<file path="src/rtl/cpu_pkg.sv">
// cpu_pkg: RV32 load/store funct3 encodings and memory-stage FSM states shared by the core.
package cpu_pkg;
   localparam logic [2:0] F3_B  = 3'b000;
   localparam logic [2:0] F3_H  = 3'b001;
   localparam logic [2:0] F3_W  = 3'b010;
   localparam logic [2:0] F3_BU = 3'b100;
   localparam logic [2:0] F3_HU = 3'b101;
   typedef enum logic [1:0] {IDLE, WAIT_GNT, WAIT_RSP} mem_state_t;
endpackage

</file>
<file path="src/rtl/mem_align.sv">
// mem_align: store lane replication / byte enables and load lane extraction / extension.
module mem_align
   import cpu_pkg::*;
(
   input  logic [2:0]  funct3_i,
   input  logic [1:0]  off_i,
   input  logic [31:0] wdata_i,
   input  logic [31:0] rdata_i,
   output logic [31:0] wdata_o,
   output logic [3:0]  be_o,
   output logic [31:0] ldata_o
);
   logic        is_b, is_h, sx;
   logic [1:0]  eo;
   logic [31:0] sh;
   assign is_b = funct3_i[1:0] == F3_B[1:0];
   assign is_h = funct3_i[1:0] == F3_H[1:0];
   // Unsigned variants have funct3[2] set; reserved encodings fall through to word access.
   assign sx = !funct3_i[2];
   assign eo = is_b ? off_i : is_h ? {off_i[1], 1'b0} : 2'b00;
   assign wdata_o = is_b ? {4{wdata_i[7:0]}} : is_h ? {2{wdata_i[15:0]}} : wdata_i;
   assign be_o = is_b ? 4'b0001 << eo : is_h ? 4'b0011 << eo : 4'b1111;
   assign sh = rdata_i >> {eo, 3'b000};
   assign ldata_o = is_b ? {{24{sx & sh[7]}}, sh[7:0]} :
                    is_h ? {{16{sx & sh[15]}}, sh[15:0]} : rdata_i;
endmodule

</file>
<file path="src/rtl/mem_stage.sv">
// mem_stage: RV32 memory-access stage driving a req/gnt/rvalid data port with timeout.
// Define MEM_MISALIGN_TRAP_EN to trap misaligned H/W accesses instead of truncating the offset.
module mem_stage
   import cpu_pkg::*;
#(
   parameter int RSP_TIMEOUT = 255
)(
   input  logic        clk,
   input  logic        rst,
   input  logic [31:0] alu_y_in,
   input  logic [31:0] rs2_val_in,
   input  logic [4:0]  rd_in,
   input  logic [2:0]  funct3_in,
   input  logic        memRead_in,
   input  logic        memWrite_in,
   input  logic        regWrite_in,
   output logic        dmem_req,
   output logic        dmem_we,
   output logic [31:0] dmem_addr,
   output logic [31:0] dmem_wdata,
   output logic [3:0]  dmem_be,
   input  logic        dmem_gnt,
   input  logic        dmem_rvalid,
   input  logic [31:0] dmem_rdata,
   output logic [31:0] wb_data,
   output logic [4:0]  wb_rd,
   output logic        wb_regWrite,
   output logic        mem_stall,
   output logic        misalign,
   output logic        bus_err
);
   localparam int CW = $clog2(RSP_TIMEOUT + 1);
   mem_state_t    state_q, state_d;
   logic [CW-1:0] cnt_q, cnt_d;
   logic          mem_op, is_load, mis, tmo, req, stall, berr;
   logic [3:0]    be;
   logic [31:0]   ld_data;
   assign is_load = memRead_in;
   assign mem_op  = memRead_in | memWrite_in;
   assign tmo     = cnt_q == CW'(RSP_TIMEOUT);
`ifdef MEM_MISALIGN_TRAP_EN
   assign mis = mem_op && ((funct3_in[1:0] == F3_H[1:0] && alu_y_in[0]) ||
                           (funct3_in[1] && alu_y_in[1:0] != 2'b00));
`else
   assign mis = 1'b0;
`endif
   mem_align u_align (
      .funct3_i (funct3_in),
      .off_i    (alu_y_in[1:0]),
      .wdata_i  (rs2_val_in),
      .rdata_i  (dmem_rdata),
      .wdata_o  (dmem_wdata),
      .be_o     (be),
      .ldata_o  (ld_data)
   );
   always_comb begin
      state_d = state_q;
      req     = 1'b0;
      stall   = 1'b0;
      berr    = 1'b0;
      case (state_q)
         IDLE: if (mem_op && !mis) begin
            req     = 1'b1;
            stall   = !dmem_gnt || is_load;
            state_d = !dmem_gnt ? WAIT_GNT : is_load ? WAIT_RSP : IDLE;
         end
         // Timeout wins over a late gnt: the request is withdrawn in that cycle.
         WAIT_GNT: begin
            req     = !tmo;
            berr    = tmo;
            stall   = !tmo && (!dmem_gnt || is_load);
            state_d = tmo ? IDLE : !dmem_gnt ? WAIT_GNT : is_load ? WAIT_RSP : IDLE;
         end
         WAIT_RSP: begin
            berr    = tmo;
            stall   = !tmo && !dmem_rvalid;
            state_d = (tmo || dmem_rvalid) ? IDLE : WAIT_RSP;
         end
         default: state_d = IDLE;
      endcase
      cnt_d = (state_q != IDLE && state_d == state_q) ? cnt_q + 1'b1 : '0;
   end
   always_ff @(posedge clk) begin
      if (rst) begin
         state_q <= IDLE;
         cnt_q   <= '0;
      end else begin
         state_q <= state_d;
         cnt_q   <= cnt_d;
      end
   end
   assign dmem_req    = req && !rst;
   assign dmem_we     = dmem_req && !is_load;
   assign dmem_be     = dmem_req ? be : 4'b0000;
   assign dmem_addr   = {alu_y_in[31:2], 2'b00};
   assign mem_stall   = stall && !rst;
   assign bus_err     = berr && !rst;
   assign misalign    = mis && state_q == IDLE && !rst;
   assign wb_data     = is_load ? ld_data : alu_y_in;
   assign wb_rd       = rd_in;
   assign wb_regWrite = regWrite_in && !misalign && !bus_err && !rst;
endmodule

</file>
<file path="config.mk">
export PLATFORM = sky130hd
export DESIGN_NAME = mem_stage
export DESIGN_NICKNAME = d
export VERILOG_FILES = /design/src/rtl/cpu_pkg.sv /design/src/rtl/mem_align.sv /design/src/rtl/mem_stage.sv
export SDC_FILE = /design/constraint.sdc
export NUM_CORES = 1
export LEC_CHECK = 0
export CAP_MARGIN = 0
export CORE_UTILIZATION = 33
export CTS_CLUSTER_SIZE = 25
export DETAILED_ROUTE_END_ITERATION = 8
export PLACE_DENSITY = 0.95
export SLEW_MARGIN = 20
export SYNTH_ARGS = -nofsm -noshare
export SYNTH_HDL_FRONTEND = slang
export SYNTH_SLANG_ARGS = --single-unit
</file>
<file path="constraint.sdc">
create_clock -name clk -period 5.44 [get_ports clk]
set_clock_uncertainty 0.1 [all_clocks]
set_input_delay 0.544 -clock clk [delete_from_list [all_inputs] [get_ports clk]]
set_output_delay 0.544 -clock clk [all_outputs]
set_load 0.03 [all_outputs]
</file>
==> results_dict.tcl <==
set metrics [dict create \
    synth-seq-cells 10 \
    peakVddDrop_mv 0.148 \
    max_freq_mhz 239 \
    die_w_um 85.3 \
    switching_share 0.443 \
    clk_latency_ns 0.23 \
    hold_path_depth 1 \
    cp_max_fo 43 \
    place.gp.congestion 0.833 \
    cts_tree "done" \
    grt_max_degree 44 \
    syn_to_final_growth_pct 79.1 \
    outcome "finished clean" \
    yosysSeqAreaShare 0.0874 \
    ys_async_sr_fraction 0 \
    fin_crit_sh 0.769 \
    worst-path-stages 9 \
    ant_nets 0 \
    power.density_mw_per_mm2 149 \
    hold_viol_final 0 \
    cts_sinks 10 \
    antennaDiodeCount 0 \
    p_switching_mw 0.271 \
    grt_antenna_before_repair 0 \
    pwr-share-clk 0.121 \
    p_seq_frac 0.130 \
    rsz0062_at_grt "no" \
    setup_viol 0 \
    initialDrtViolationCount 81 \
    power.leakage_nw 1.59 \
    final.min_clock_period_ns 4.18 \
    wl_per_cell_um 17.4 \
    cts_hold_buffers 0 \
    drive_gt1_frac 0.0857 \
    cts_setup_buffers 0 \
    dpl.hpwl_um 7800 \
    numCtsBuffers 3 \
    crit_slowest_cell "clkdlybuf4s50_1" \
    yosys_warnings 0 \
    start_util 0.351 \
    ys.flop_type "dfxtp_1" \
    grt_use_total 0.241 \
    intPower_mw 0.340 \
    grt_pass1_vias 2848 \
    path_delay_family "buffers and inverters" \
    timing.setup.tns_ns 0 \
    io_buffers 208 \
    h-tree-depth 1 \
    overflow 0 \
    num_rows 29 \
    setup.worst_path.end_class "output port" \
    post_cts_resized 0 \
    timing.critical_path.cells "clkdlybuf4s50_1, buf_4, nor2_1, buf_4, nand2_1, nor2_1, a221o_1, o2bb2ai_1, clkdlybuf4s50_1" \
    final-seq-area_um2 200 \
    max_cap_viol_count 0 \
    cp-start-kind "input pin" \
    max_slew_margin 0.511 \
    clock_path_buffers 2 \
    critPathArrivalTime_ns 3.54 \
    dp.cells 541 \
    synth_edf_count 0 \
    die_area_mm2 0.00728 \
    hold_path.class "flip-flop to flip-flop" \
    post_layout_nonfiller_instances 544 \
    critPathKind "input pin to output port" \
    ys_types 49 \
    grt_pass1_wl_um 14100 \
    root_buffer "clkbuf_8" \
    pwr-share-comb 0.749 \
    synth_area_per_cell_um2 7.27 \
    final_nets 589 \
    rr_worst_depth 6 \
    cp.buffers_inverters 4 \
    synth.cell_area_mm2 0.00229 \
    crit_path_max_incr_delay_ns 0.71 \
    wirelength_um 9480 \
    drv_slew 0 \
    route.detailed.drc 0 \
    die_h_um 85.3 \
    syn_inst 315 \
    worstMarginPinSlew_ns 0.729 \
    dr.pass1.iters 5 \
    coreArea_mm2 0.00653 \
    cp_data_required_time_ns 4.80 \
    ios 222 \
    via_per_inst 5.36 \
    multi_input_area_mm2 0.00161 \
    clk_pin_slew_worst_paths_ns 0.04 \
    vias 2917 \
    fill_cells 547 \
]
==> sequential cells by signal, indices dropped and copies added, names as in the netlist <==
signal   cells
cnt_q        8
state_q      2
==> through the flow <==
stage                util  hold WS (ns)  area (µm²)  power, mW  worst slack (ns)
floorplan               -         0.313        2300      0.341              2.54
global placement    0.621         0.323        4060      0.533              1.37
finish              0.628         0.340        4100      0.612              1.26
CTS                 0.628         0.342        4100      0.614              1.27
detailed placement  0.621         0.336        4060      0.537              1.28
global route        0.628         0.365        4100      0.638              1.10
==> synthesized netlist by cell type, types with 4 or more instances <==
master / number / share of area
a21oi_1: 15 / 0.033
a221o_1: 17 / 0.074
a221oi_1: 6 / 0.023
a222oi_1: 5 / 0.022
and3_1: 4 / 0.011
buf_2: 6 / 0.013
buf_4: 47 / 0.15
clkbuf_1: 11 / 0.018
dfxtp_1: 10 / 0.087
ha_1: 9 / 0.049
inv_1: 13 / 0.021
mux2_2: 22 / 0.11
mux2i_1: 10 / 0.044
nand2_1: 26 / 0.043
nand2b_1: 4 / 0.011
nand3_1: 5 / 0.011
nor2_1: 27 / 0.044
nor2b_1: 6 / 0.016
o21a_1: 5 / 0.016
o21ai_0: 26 / 0.057
xor2_1: 4 / 0.015
==> layer usage <==
metal,share of wire,track usage,vias to the layer above
met5,0,0,-
met4,0.038,0.0970,0
met3,0.080,0.0516,30
met2,0.51,0.453,167
met1,0.38,0.263,1315
li1,-,-,1405
==> layout make-up <==
type                            count  share of cell area
Tap cell                           77              0.0235
Timing Repair Buffer              213               0.513
Clock buffer                        3              0.0101
Inverter                           14              0.0128
Sequential cell                    10              0.0488
Multi-Input combinational cell    227               0.392
==> cells in the final DEF, fill, tap and decap left out, drive strengths merged, types with 9 or more instances in the layout <==
cell type	instances
o21ai	26
buf	11
nand2	27
a221o	17
a21oi	15
dfxtp	10
mux2i	10
clkdlybuf4s50	202
ha	9
nor2	27
mux2	23
inv	13
==> power groups by stage <==
stage          registers, mW  clock network, mW  logic [mW]
3_5_place_dp          0.0807                  0       0.457
6_report              0.0795             0.0742       0.458
5_1_grt               0.0797             0.0778       0.481
4_1_cts               0.0793             0.0757       0.459
3_3_place_gp          0.0802                  0       0.452
2_1_floorplan         0.0795                  0       0.262
==> cell families (layout without fill, tap and decap cells) <==
logic type / Yosys count / after routing / share of synthesized area
other: 1 / 3 / 0.00164
buffers and inverters: 80 / 230 / 0.215
adders and majority gates: 9 / 9 / 0.0492
and+or+nand+nor: 90 / 90 / 0.193
DFF: 10 / 10 / 0.0874
muxes: 33 / 33 / 0.158
xor gates and xnor gates: 6 / 6 / 0.0230
AOI/OAI and AO/OA: 86 / 86 / 0.273
==> worst paths after layout <==
path | start | endpoint | slack (ns)
setup / recovery | funct3_in[1] | wb_data[3] | 1.26
hold / removal | cnt_q[0]$_SDFF_PP0_ | cnt_q[0]$_SDFF_PP0_ | 0.34
setup reg to reg | state_q[0]$_SDFF_PP0_ | cnt_q[5]$_SDFF_PP0_ | 3.23
hold reg to reg | cnt_q[0]$_SDFF_PP0_ | cnt_q[0]$_SDFF_PP0_ | 0.34
Note: power is estimated with default switching activity, not from simulation.
